[src/rtl/mmio_defs.sv]
// mmio_defs: shared definitions for the MMIO bus controller.
// Holds the address region codes, the config/status address offsets and the
// IO access FSM state encoding used by mmio_bus_ctrl and its testbench.
package mmio_defs;

  // cpu_addr[31:28] region codes; 0x0-0x7 are all data RAM
  localparam logic [3:0] RGN_VRAM = 4'h8;
  localparam logic [3:0] RGN_IO   = 4'hC;
  localparam logic [3:0] RGN_CFG  = 4'hF;

  // offset of the status word (sticky err) inside the config region
  localparam logic [27:0] CFG_STATUS_OFS = 28'h000_0100;

  typedef enum logic [1:0] {
    ST_IDLE   = 2'd0,
    ST_ACCESS = 2'd1,
    ST_DONE   = 2'd2
  } bus_state_t;

  function automatic logic is_ram_rgn(input logic [3:0] rgn);
    return !rgn[3];
  endfunction

endpackage

[src/rtl/io_wait_timer.sv]
// io_wait_timer: wait-state and timeout counting for the active IO access.
// Ports:
//   clk, clr      - clock, synchronous active-high reset
//   load          - start of an access; loads both counters
//   wait_cycles   - wait states for the addressed channel (CFG value)
//   active        - high while the access is in progress
//   ready         - io_ready of the latched channel
//   done          - access completes this cycle (wait expired and ready)
//   timeout       - access has run TMO cycles without completing
module io_wait_timer #(
  parameter int TMO = 255
) (
  input  logic       clk,
  input  logic       clr,
  input  logic       load,
  input  logic [3:0] wait_cycles,
  input  logic       active,
  input  logic       ready,
  output logic       done,
  output logic       timeout
);

  logic [3:0] wait_cnt;
  logic [7:0] tmo_cnt;

  always_ff @(posedge clk) begin
    if (clr) begin
      wait_cnt <= '0;
      tmo_cnt  <= '0;
    end else if (load) begin
      wait_cnt <= wait_cycles;
      // tmo_cnt reaches 0 in the TMO-th active cycle
      tmo_cnt  <= 8'(TMO - 1);
    end else if (active) begin
      if (wait_cnt != 4'd0) wait_cnt <= wait_cnt - 4'd1;
      if (tmo_cnt != 8'd0)  tmo_cnt  <= tmo_cnt - 8'd1;
    end
  end

  assign done    = active && (wait_cnt == 4'd0) && ready;
  // a completion in the final allowed cycle wins over the timeout
  assign timeout = active && (tmo_cnt == 8'd0) && !done;

endmodule

[src/rtl/mmio_bus_ctrl.sv]
// mmio_bus_ctrl: CPU data-side address decoder and IO access sequencer.
// RAM and VRAM are served combinationally; IO channel accesses run through a
// small FSM with per-channel wait states (CFG) and a timeout that sets err.
// Ports:
//   clk, clr                       - clock, synchronous active-high reset
//   cpu_addr/wdata/re/we           - CPU request
//   cpu_rdata, cpu_stall           - CPU response / hold
//   mem_rdata, mem_we              - data RAM
//   vram_rdata, rvram, wvram       - video RAM
//   io_sel, io_rdn, io_wrn,
//   io_wdata, io_rdata, io_ready   - IO channels (strobes active low)
//   err                            - sticky IO timeout flag
//
// state     | meaning
// ST_IDLE   | decode CPU request; IO request stalls and latches
// ST_ACCESS | IO strobe asserted, waiting for wait states + ready or timeout
// ST_DONE   | strobes released, captured read data returned, CPU released
module mmio_bus_ctrl #(
  parameter int NCH = 4,
  parameter int TMO = 255
) (
  input  logic            clk,
  input  logic            clr,
  input  logic [31:0]     cpu_addr,
  input  logic [31:0]     cpu_wdata,
  input  logic            cpu_re,
  input  logic            cpu_we,
  output logic [31:0]     cpu_rdata,
  output logic            cpu_stall,
  input  logic [31:0]     mem_rdata,
  output logic            mem_we,
  input  logic [31:0]     vram_rdata,
  output logic            rvram,
  output logic            wvram,
  output logic [NCH-1:0]  io_sel,
  output logic            io_rdn,
  output logic            io_wrn,
  output logic [31:0]     io_wdata,
  input  logic [NCH*32-1:0] io_rdata,
  input  logic [NCH-1:0]  io_ready,
  output logic            err
);
  import mmio_defs::*;

  bus_state_t  state;
  logic [3:0]  cfg [NCH];
  logic [2:0]  ch_q;
  logic        wr_q;
  logic [31:0] wdata_q;
  logic [31:0] rdata_q;

  logic [3:0]  region;
  logic        is_ram, is_vram, is_io, is_cfg;
  logic        idle, in_access;
  logic [2:0]  ch_req;
  logic        io_req;
  logic        cfg_hit, stat_hit;
  logic [2:0]  cfg_idx;
  logic [3:0]  cfg_rd, cfg_ch;
  logic        ready_sel;
  logic [31:0] rdata_sel;
  logic        tmr_done, tmr_timeout;

  assign region    = cpu_addr[31:28];
  assign is_ram    = is_ram_rgn(region);
  assign is_vram   = (region == RGN_VRAM);
  assign is_io     = (region == RGN_IO);
  assign is_cfg    = (region == RGN_CFG);
  assign idle      = (state == ST_IDLE);
  assign in_access = (state == ST_ACCESS);

  assign ch_req  = cpu_addr[10:8];
  assign io_req  = is_io && (cpu_re || cpu_we) && ({29'd0, ch_req} < 32'(NCH));

  // CFG[k] lives at word k of the config region; everything else there is
  // the status word or unmapped
  assign cfg_hit  = is_cfg && (cpu_addr[27:5] == '0) && (cpu_addr[1:0] == 2'b00);
  assign cfg_idx  = cpu_addr[4:2];
  assign stat_hit = is_cfg && (cpu_addr[27:0] == CFG_STATUS_OFS);

  always_comb begin
    cfg_rd    = '0;
    cfg_ch    = '0;
    ready_sel = 1'b0;
    rdata_sel = '0;
    for (int k = 0; k < NCH; k++) begin
      if (cfg_hit && cfg_idx == 3'(k)) cfg_rd = cfg[k];
      if (ch_req == 3'(k))             cfg_ch = cfg[k];
      if (ch_q == 3'(k)) begin
        ready_sel = io_ready[k];
        rdata_sel = io_rdata[32*k +: 32];
      end
    end
  end

  // RAM/VRAM strobes only in IDLE so a stalled or finishing IO access never
  // leaks a memory write
  assign mem_we = !clr && idle && is_ram  && cpu_we;
  assign wvram  = !clr && idle && is_vram && cpu_we;
  assign rvram  = !clr && idle && is_vram && cpu_re;

  assign cpu_stall = !clr && ((idle && io_req) || in_access);
  assign io_wdata  = wdata_q;

  always_comb begin
    cpu_rdata = '0;
    if (!clr) begin
      case (state)
        ST_IDLE: begin
          if (is_ram)        cpu_rdata = mem_rdata;
          else if (is_vram)  cpu_rdata = vram_rdata;
          else if (stat_hit) cpu_rdata = {31'd0, err};
          else if (cfg_hit)  cpu_rdata = {28'd0, cfg_rd};
        end
        ST_DONE: cpu_rdata = rdata_q;
        default: cpu_rdata = '0;
      endcase
    end
  end

  io_wait_timer #(.TMO(TMO)) u_timer (
    .clk         (clk),
    .clr         (clr),
    .load        (idle && io_req),
    .wait_cycles (cfg_ch),
    .active      (in_access),
    .ready       (ready_sel),
    .done        (tmr_done),
    .timeout     (tmr_timeout)
  );

  always_ff @(posedge clk) begin
    if (clr) begin
      state   <= ST_IDLE;
      ch_q    <= '0;
      wr_q    <= 1'b0;
      wdata_q <= '0;
      rdata_q <= '0;
      err     <= 1'b0;
      io_sel  <= '0;
      io_rdn  <= 1'b1;
      io_wrn  <= 1'b1;
      for (int k = 0; k < NCH; k++) cfg[k] <= '0;
    end else begin
      case (state)
        ST_IDLE: begin
          if (cpu_we && cfg_hit)
            for (int k = 0; k < NCH; k++)
              if (cfg_idx == 3'(k)) cfg[k] <= cpu_wdata[3:0];
          if (cpu_we && stat_hit && cpu_wdata[0]) err <= 1'b0;
          if (io_req) begin
            ch_q    <= ch_req;
            wr_q    <= cpu_we;
            wdata_q <= cpu_wdata;
            for (int k = 0; k < NCH; k++) io_sel[k] <= (ch_req == 3'(k));
            // write takes precedence if the CPU asserts both
            io_rdn  <= cpu_we;
            io_wrn  <= !cpu_we;
            state   <= ST_ACCESS;
          end
        end
        ST_ACCESS: begin
          if (tmr_done || tmr_timeout) begin
            rdata_q <= (tmr_done && !wr_q) ? rdata_sel : 32'd0;
            if (tmr_timeout) err <= 1'b1;
            io_sel  <= '0;
            io_rdn  <= 1'b1;
            io_wrn  <= 1'b1;
            state   <= ST_DONE;
          end
        end
        ST_DONE: state <= ST_IDLE;
        default: state <= ST_IDLE;
      endcase
    end
  end

endmodule

[config.mk]
export PLATFORM = sky130hd
export DESIGN_NAME = mmio_bus_ctrl
export DESIGN_NICKNAME = d
export VERILOG_FILES = /design/src/rtl/mmio_defs.sv /design/src/rtl/io_wait_timer.sv /design/src/rtl/mmio_bus_ctrl.sv
export SDC_FILE = /design/constraint.sdc
export NUM_CORES = 1
export LEC_CHECK = 0
export BUFFER_PORTS_ARGS = -buffer_cell sky130_fd_sc_hd__buf_4
export CAP_MARGIN = 20
export CORE_AREA = 3 3 132 134
export CTS_BUF_LIST = sky130_fd_sc_hd__clkbuf_16
export DETAILED_ROUTE_END_ITERATION = 16
export DIE_AREA = 0 0 135 137
export PLACE_DENSITY = 0.69
export SKIP_LAST_GASP = 1
export SYNTH_ARGS = -nofsm -noshare
export SYNTH_HDL_FRONTEND = slang
export SYNTH_SLANG_ARGS = --single-unit
[constraint.sdc]
create_clock -name clk -period 2.8 [get_ports clk]
set_clock_uncertainty 0.1 [all_clocks]
set_input_delay 0.14 -clock clk [delete_from_list [all_inputs] [get_ports clk]]
set_output_delay 0.14 -clock clk [all_outputs]
set_load 0.1 [all_outputs]
==> summary.md, run 1 <==
| Metric | Value |
|---|---|
| Syn Inst Count | `668` |
| Final cycle utilization of the critical path | `88.4%` |
| Initial core utilization | `37.2%` |
| Fmax | `404 MHz` |
| Synth async-reset ratio | `0%` |
| Port bufs | `338` |
| Largest net degree at the start of global routing | `37` |
| Final instance area | `0.00955 sq mm` |
| Post-synth EDFFs | `16` |
| Final Hold Viols | `0` |
| HP Class | `input port to flip-flop` |
| Yosys top cell by area | `dfxtp_1` |
| CTS resizes | `0` |
| Hpwl dp | `17700 microns` |
| Worst-margin pin slew | `0.650 ns` |
| Initial antenna violation count | `1` |
| Routed via count | `6671` |
| Residual DRC | `0` |
| Overall Power | `3.73 mW` |
| Synthesis-stage register bit count | `105` |
| Status | `complete, no violations` |
| Seq/Total Area, Yosys | `37.1%` |
| Final wirelength | `23300 microns` |
| Arr. time, crit path | `2.24 ns` |
| Commonest non-fill, non-tap cell in the layout | `buf_4` |
| Die extent in y | `137 microns` |
| Critical Path Start Type | `flip-flop` |
| Wirelength per Cell | `18.9 microns` |
| Most frequent cells in the layout | `354 x buf_4, 89 x nand2_1, 86 x dfxtp_1, 51 x a21oi_1, 42 x inv_1` |
| Pins over their slew limit | `0` |
| Critical-path maximum fanout | `25` |
| Number of global-route vias before repair | `6333` |
| Routed Antenna Nets | `0` |
| CTS buffer count | `9` |
| Clock Tree Buf Depth | `2` |
| Max-slew headroom | `56.7%` |
| CP endpoint kind | `output port` |
| Final nets | `1275` |
| Gr usage total | `23.7%` |
| P_leak | `4.02 nW` |
| Number of fillers in the final layout | `1453` |
| Hold Slack | `0.0440 ns` |
| Final min period | `2.48 ns` |
| CTS Sinks | `105` |
| Clock root buffer | `clkbuf_16` |
| Number of I/O pins | `339` |
| Syn avg cell area | `9.13 sq um` |
| 1st-iter DRT viols | `441` |
| H-tree depth | `3` |
| Vias per Instance | `5.41` |
| P&R area growth vs syn | `56.4%` |
| Core area | `0.0164 sq mm` |
| DRT Pass-1 Iters | `5` |
| Yosys cell types | `65` |
| RSZ-0062 raised after global routing | `false` |
| CTS tree | `done` |
| Pwr/cell area | `391 mW/mm^2` |
| CP Class | `flip-flop to output port` |
| Critical Path RT | `2.56 ns` |
| Die X | `135 microns` |
| Worst-path clk slew | `0.07 ns` |
| Clock insertion delay at the later pin of the skew report | `0.34 ns` |
| Prevailing post-synth register cell | `dfxtp_1` |
| Share of cells above drive strength 1 | `43.9%` |
| Global-route wire length before repair | `34600 microns` |
| Die area | `0.0185 sq mm` |
| Max-cap violations | `0` |
| Synth top area cells | `dfxtp_1 29%, mux4_2 12%, edfxtp_1 7.9%` |
| Synthesized cell area | `0.00610 sq mm` |
| Yosys warns | `0` |
| Storage cell area | `0.00227 sq mm` |
| Row cnt | `47` |
| Final setup violation count | `0` |
| Yosys top cell area share | `29.2%` |
| GRT overflow | `0` |
| GP Congestion | `0.868` |
| Peak supply drop | `0.349 mV` |
| Footprint of the multi-input gates | `0.00356 sq mm` |
| N_diodes | `0` |
| Syn_nets | `936` |
| Area post-placement | `0.00893 sq mm` |
## registers in the layout, indices dropped and copies added, names as in the netlist
signal / count
io_wdata: 32
rdata_q: 32
cfg: 16
u_timer.tmo_cnt: 8
io_sel: 4
u_timer.wait_cnt: 4
ch_q: 3
state: 2
err: 1
io_rdn: 1
io_wrn: 1
wr_q: 1
## cell type report
type                    count  share of cell area [%]
repair buffers            387                    31.4
multi-input cells         463                    37.3
flip-flops and latches    105                    23.7
inverters                  41                    1.61
well taps                 220                    2.88
clock buffers               9                    2.36
clock inverters             7                   0.734
## what timing repair did
item	in CTS	in global routing
hold buffers	32	0
buffers inserted	0	0
hold endpoints to repair	32	0
## critical path, cell delays in order, from the launching register on
cell and delay (ns):
dfxtp_2 0.48, buf_4 0.28, nor3_1 0.27, o21ai_0 0.24
o32ai_4 0.29, buf_4 0.33
## metrics by stage
stage / TNS [ns] / setup WS [ns] / std cells / util (%)
2_1_floorplan: -6.22 / -0.768 / 668 / -
6_report: 0 / 0.324 / 1232 / 58.2
3_3_place_gp: 0 / 0.477 / 1184 / 54.4
4_1_cts: 0 / 0.316 / 1232 / 58.2
3_5_place_dp: 0 / 0.372 / 1184 / 54.4
5_1_grt: 0 / 0.186 / 1232 / 58.2
## layer usage
| layer | track usage (%) | vias up | part of all wire (%) |
|---|---|---|---|
| li1 | - | 3187 | - |
| met1 | 29.8 | 3175 | 40 |
| met2 | 40.9 | 278 | 50 |
| met3 | 5.99 | 29 | 8.6 |
| met4 | 6.38 | 2 | 1.8 |
| met5 | 0 | - | 0.073 |
## cell families (layout without fill, tap and decap cells)
group / count (synthesis) / after routing / share of synthesized area, %
AO/OA/AOI/OAI: 169 / 169 / 20.2
buffers and inverters: 100 / 444 / 6.81
XOR/XNOR: 5 / 5 / 0.718
AND/OR/NAND/NOR: 243 / 243 / 20.1
multiplexers: 42 / 42 / 14.3
adder cells (fa/ha/maj): 4 / 4 / 0.820
flip-flops: 105 / 105 / 37.1
## cells in the mapped netlist, types with 6 or more instances
| cell | n |
|---|---|
| inv_1 | 41 |
| dfxtp_1 | 89 |
| nand2_1 | 89 |
| a221oi_1 | 30 |
| nor3b_1 | 8 |
| or3_1 | 6 |
| o21ai_0 | 11 |
| mux4_2 | 32 |
| mux2i_1 | 6 |
| a21oi_1 | 51 |
| clkbuf_1 | 36 |
| o2bb2ai_1 | 32 |
| o21a_1 | 6 |
| edfxtp_1 | 16 |
| buf_2 | 17 |
| nor2_1 | 37 |
| nor4_1 | 17 |
| nor3_1 | 40 |
## where the power goes
group	internal, mW	leakage [nW]	switching, mW
registers	1.55	0.885	0.0141
logic	0.420	2.99	0.478
clock network	0.694	0.144	0.580
## path summary, 6_finish.rpt
| check | startpoint | endpoint | slack, ns | depth (start not counted) |
|---|---|---|---|---|
| setup reg to reg | u_timer.tmo_cnt[0] | rdata_q[31] | 0.61 | 7 |
| setup / recovery | state[1] | cpu_rdata[0] | 0.32 | 5 |
| hold reg to reg | io_wdata[24] | io_wdata[24] | 0.36 | 2 |
| hold / removal | cpu_addr[9] | ch_q[1] | 0.04 | 3 |
(Power assumes the default switching activity.)
==> run 2, diff against run 1 <==
- CORE_AREA: 3 3 132 134 -> 3 3 130 132
- DIE_AREA: 0 0 135 137 -> 0 0 133 135
- PLACE_DENSITY: 0.69 -> 0.7
- clock period: 2.8 -> 3.16 ns (I/O delays scaled with it)
==> summary.md, run 2 (same netlist as run 1, synthesis figures left out) <==
| Metric | Value |
|---|---|
| Global-route wire length before repair | `35400 microns` |
| Residual DRC | `0` |
| Die extent in y | `135 microns` |
| Final cycle utilization of the critical path | `80.7%` |
| Die area | `0.0180 sq mm` |
| RSZ-0062 raised after global routing | `false` |
| Hold Slack | `0.0404 ns` |
| Vias per Instance | `5.43` |
| Final setup violation count | `0` |
| Final Hold Viols | `0` |
| Wirelength per Cell | `19.1 microns` |
| DRT Pass-1 Iters | `5` |
| Setup TNS | `0 ns` |
| Critical Path Start Type | `flip-flop` |
| Overall Power | `3.37 mW` |
| Initial core utilization | `38.6%` |
| Routed Antenna Nets | `0` |
| Row cnt | `46` |
| Flop2flop setup slack | `0.93 ns` |
| CP Class | `flip-flop to output port` |
| Number of global-route vias before repair | `6553` |
| Core area | `0.0158 sq mm` |
| Reg2reg path depth | `5` |
| Final min period | `2.55 ns` |
| Die X | `133 microns` |
| 1st-iter DRT viols | `370` |
| Hold Startpoint | `cpu_addr[9]` |
| HP Class | `input port to flip-flop` |
| Hold Crit Endpoint | `ch_q[1]` |
| Hold depth | `3` |
| P&R area growth vs syn | `56.2%` |
| Critical Path RT | `2.90 ns` |
| GRT overflow | `0` |
| Clock Tree Buf Depth | `2` |
| Max-cap violations | `0` |
| Clock root buffer | `clkbuf_16` |
| Pins over their slew limit | `0` |
| H-tree depth | `3` |
| Largest net degree at the start of global routing | `39` |
| N_diodes | `0` |
| GP Congestion | `0.873` |
| Worst-path clk slew | `0.07 ns` |
| Number of I/O pins | `339` |
| Commonest non-fill, non-tap cell in the layout | `buf_4` |
| Final wirelength | `23400 microns` |
| Initial antenna violation count | `0` |
| Max-slew headroom | `40.6%` |
| P_leak | `4.02 nW` |
| Post-CTS setup buffers | `0` |
| Final WS setup | `0.611 ns` |
| Worst slack, placed | `0.655 ns` |
| Peak supply drop | `0.233 mV` |
| Most frequent cells in the layout | `353 x buf_4, 89 x nand2_1, 86 x dfxtp_1, 51 x a21oi_1, 44 x inv_1` |
| Status | `complete, no violations` |
| Share of cells above drive strength 1 | `43.5%` |
| Worst-margin pin slew | `0.891 ns` |
| Critical-path maximum fanout | `28` |
| RR Startpoint | `state[1]` |
| Routed via count | `6659` |
| Final nets | `1274` |
| Pwr/cell area | `353 mW/mm^2` |
| Hold Buf Count CTS | `32` |
| CTS Sinks | `105` |
| Gr usage total | `24.5%` |
| Hpwl dp | `17700 microns` |
| CP endpoint kind | `output port` |
| Clock insertion delay at the later pin of the skew report | `0.34 ns` |
| CTS tree | `done` |
| Fmax | `392 MHz` |
| Port bufs | `338` |
| CTS buffer count | `9` |
| Arr. time, crit path | `2.29 ns` |
| CTS resizes | `0` |
| RR Endpoint | `rdata_q[20]` |
==> run 2: per-stage QoR <==
stage	instance area [sq um]	utilization (%)	std cells
final	9530	60.2	1227
after detailed placement	8900	56.2	1179
after CTS	9530	60.2	1227
after global routing	9530	60.2	1227
after global placement	8900	56.2	1179
after floorplan	6200	-	668
==> run 2: final cells by class <==
cell class                      count  area [sq um]
Fill cell                        1382          6290
Multi-Input combinational cell    463          3540
Timing Repair Buffer              386          2990
Sequential cell                   105          2270
Tap cell                          216           270
Clock buffer                        9           225
Inverter                           41           154
Clock inverter                      7          87.6
==> run 2: critical path, cell delays in order (launching register included) <==
cell	delay (ns)
dfxtp_2	0.68
inv_1	0.36
nand2_1	0.16
a21oi_1	0.06
a211oi_1	0.32
buf_4	0.36
==> run 2: worst max-delay path by stage <==
stage / depth (start not counted) / from / endpoint
5_1_grt: 5 / state[1] / cpu_rdata[2]
3_3_place_gp: 5 / cpu_addr[5] / cfg[0][2]
6_report: 5 / state[1] / cpu_rdata[2]
4_1_cts: 4 / state[0] / cpu_rdata[3]
2_1_floorplan: 5 / state[0] / cpu_rdata[1]
3_5_place_dp: 5 / cpu_addr[5] / cfg[0][3]
==> run 2: routing by layer <==
metal	global-route usage (%)	part of all wire [%]	up-vias
met2	43.3	51	275
met4	6.24	1.7	0
met5	0	0	-
met3	6.22	8.1	29
li1	-	-	3189
met1	29.9	39	3166
==> run 2: report_power, final <==
part | internal (mW) | switching [mW] | total (mW)
Sequential | 1.37 | 0.0132 | 1.38
Clock | 0.690 | 0.499 | 1.19
Combinational | 0.371 | 0.422 | 0.793
==> run 3, diff against run 2 <==
- PLACE_DENSITY: 0.7 -> 0.73
- clock period: 3.16 -> 2.3 ns (I/O delays scaled with it)
==> summary.md, run 3 (same netlist as run 1, synthesis figures left out) <==
| Metric | Value |
|---|---|
| Status | `complete, no violations` |
| Final min period | `2.25 ns` |
| GP Congestion | `0.831` |
| CP endpoint kind | `output port` |
| P_leak | `4.09 nW` |
| HP Class | `input port to flip-flop` |
| Largest net degree at the start of global routing | `37` |
| RR Startpoint | `u_timer.tmo_cnt[0]` |
| Commonest non-fill, non-tap cell in the layout | `buf_4` |
| Routing usage on met3 | `7.30%` |
| Core area | `0.0158 sq mm` |
| Critical Path Start Type | `flip-flop` |
| Number of global-route vias before repair | `6608` |
| Die area | `0.0180 sq mm` |
| Residual DRC | `0` |
| P&R area growth vs syn | `63.7%` |
| Final setup violation count | `0` |
| Initial core utilization | `38.6%` |
| CTS tree | `done` |
| Clock Tree Buf Depth | `2` |
| Routed Antenna Nets | `0` |
| Die extent in y | `135 microns` |
| Row cnt | `46` |
| Post-Layout Cell Count | `1241` |
| Peak supply drop | `0.372 mV` |
| Routed via count | `6718` |
| Clock root buffer | `clkbuf_16` |
| Number of fillers in the final layout | `1304` |
| Final cycle utilization of the critical path | `98.0%` |
| Worst-margin pin slew | `0.695 ns` |
| Share of cells above drive strength 1 | `45.5%` |
| Gr usage total | `25.1%` |
| Port bufs | `338` |
| Pwr/cell area | `471 mW/mm^2` |
| Flop2flop setup slack | `0.20 ns` |
| GRT overflow | `0` |
| RR Endpoint | `rdata_q[26]` |
| Final WS setup | `0.0461 ns` |
| Critical Path Start | `cfg[3][0]` |
| 1st-iter DRT viols | `350` |
| Critical Path Sink | `cpu_rdata[0]` |
| Final Hold Viols | `0` |
| Hpwl dp | `18000 microns` |
| Most Crowded Layer GR | `met2` |
| Max-slew headroom | `53.6%` |
| Pins over their slew limit | `0` |
| Overall Power | `4.71 mW` |
| Arr. time, crit path | `2.04 ns` |
| Most frequent cells in the layout | `356 x buf_4, 89 x nand2_1, 86 x dfxtp_1, 51 x a21oi_1, 41 x inv_1` |
| Final nets | `1288` |
| Final cell utilization of the core | `63.1%` |
| DRT Pass-1 Iters | `5` |
| Initial antenna violation count | `0` |
| CTS buffer count | `9` |
| Placed Instances | `1190` |
| Final wirelength | `23600 microns` |
| Clock insertion delay at the later pin of the skew report | `0.35 ns` |
| Global-route wire length before repair | `35700 microns` |
| Number of I/O pins | `339` |
| N_diodes | `0` |
| Wirelength per Cell | `19.0 microns` |
| Reg2reg path depth | `7` |
| CP Class | `flip-flop to output port` |
| RSZ-0062 raised after global routing | `false` |
| Routing usage on met1 | `30.8%` |
| Fmax | `444 MHz` |
| Worst slack, placed | `0.171 ns` |
| Die X | `133 microns` |
| Max-cap violations | `0` |
| Vias per Instance | `5.41` |
| Met2 usage | `43.1%` |
| Critical Path RT | `2.09 ns` |
| Worst-path clk slew | `0.07 ns` |
| Critical-path maximum fanout | `2` |
| CTS Sinks | `105` |
| H-tree depth | `3` |
[run 3: changes by cell type in the layout (fill, tap and decap cells not counted), moves of 2 or more]
cell and delta:
nor3_2 -19, nor3_1 -9, buf_6 +2, clkinv_1 +2, inv_1 -3, buf_4 +3
a211oi_1 -2, buf_12 +6, nor3_4 +28, dlygate4sd3_1 +2
[run 3: how the worst min path moves through the flow]
stage	startpoint	cells past startpoint	end	slack, ns
2_1_floorplan	cpu_wdata[0]	2	io_wdata[0]	0.15
3_3_place_gp	cpu_wdata[7]	3	io_wdata[7]	0.26
3_5_place_dp	cpu_wdata[9]	3	io_wdata[9]	0.27
4_1_cts	cpu_addr[9]	3	ch_q[1]	0.01
5_1_grt	cpu_we	3	io_rdn	0.02
6_report	cpu_we	3	io_rdn	0.02
[run 3: stage by stage]
| step | hold WS (ns) | area [sq um] | setup TNS (ns) |
|---|---|---|---|
| final | 0.0234 | 9990 | 0 |
| after global routing | 0.0195 | 9990 | 0 |
| after CTS | 0.0102 | 9970 | 0 |
| after detailed placement | 0.270 | 9300 | 0 |
| after global placement | 0.261 | 9300 | 0 |
| after floorplan | 0.151 | 6460 | -0.541 |
[run 3: what timing repair did]
item | CTS | global route
hold buffers | 34 | 0
resized for setup | 2 | 4
buffers inserted | 0 | 0
pin swaps | 1 | 1
hold endpoints to repair | 42 | 0
endpoints found under the setup margin | 14 | 3
cloned | 1 | 0
[run 3: power by group]
group | internal [mW] | leakage (nW) | switching, mW
Sequential | 1.88 | 0.885 | 0.0176
Combinational | 0.546 | 3.05 | 0.613
Clock | 0.955 | 0.152 | 0.695
[run 3: area by class of cell]
type	instances	area [sq um]	share of cell area [%]
multi-input cells	464	3810	38.1
repair buffers	399	3180	31.8
flip-flops and latches	105	2270	22.7
well taps	216	270	2.71
clock buffers	9	225	2.25
inverters	41	154	1.54
clock inverters	7	92.6	0.927
[run 3: routing by layer]
metal / vias to the layer above / part of all wire [%]
met1: 3218 / 40
met5: - / 0
met2: 251 / 51
met3: 26 / 7.7
met4: 0 / 1.8
li1: 3223 / -
[run 3: critical path: stages (launching register included)]
cell       delay [ns]
edfxtp_1         0.40
or2_2            0.31
mux4_1           0.49
a2bb2oi_2        0.18
o32ai_4          0.10
buf_12           0.20
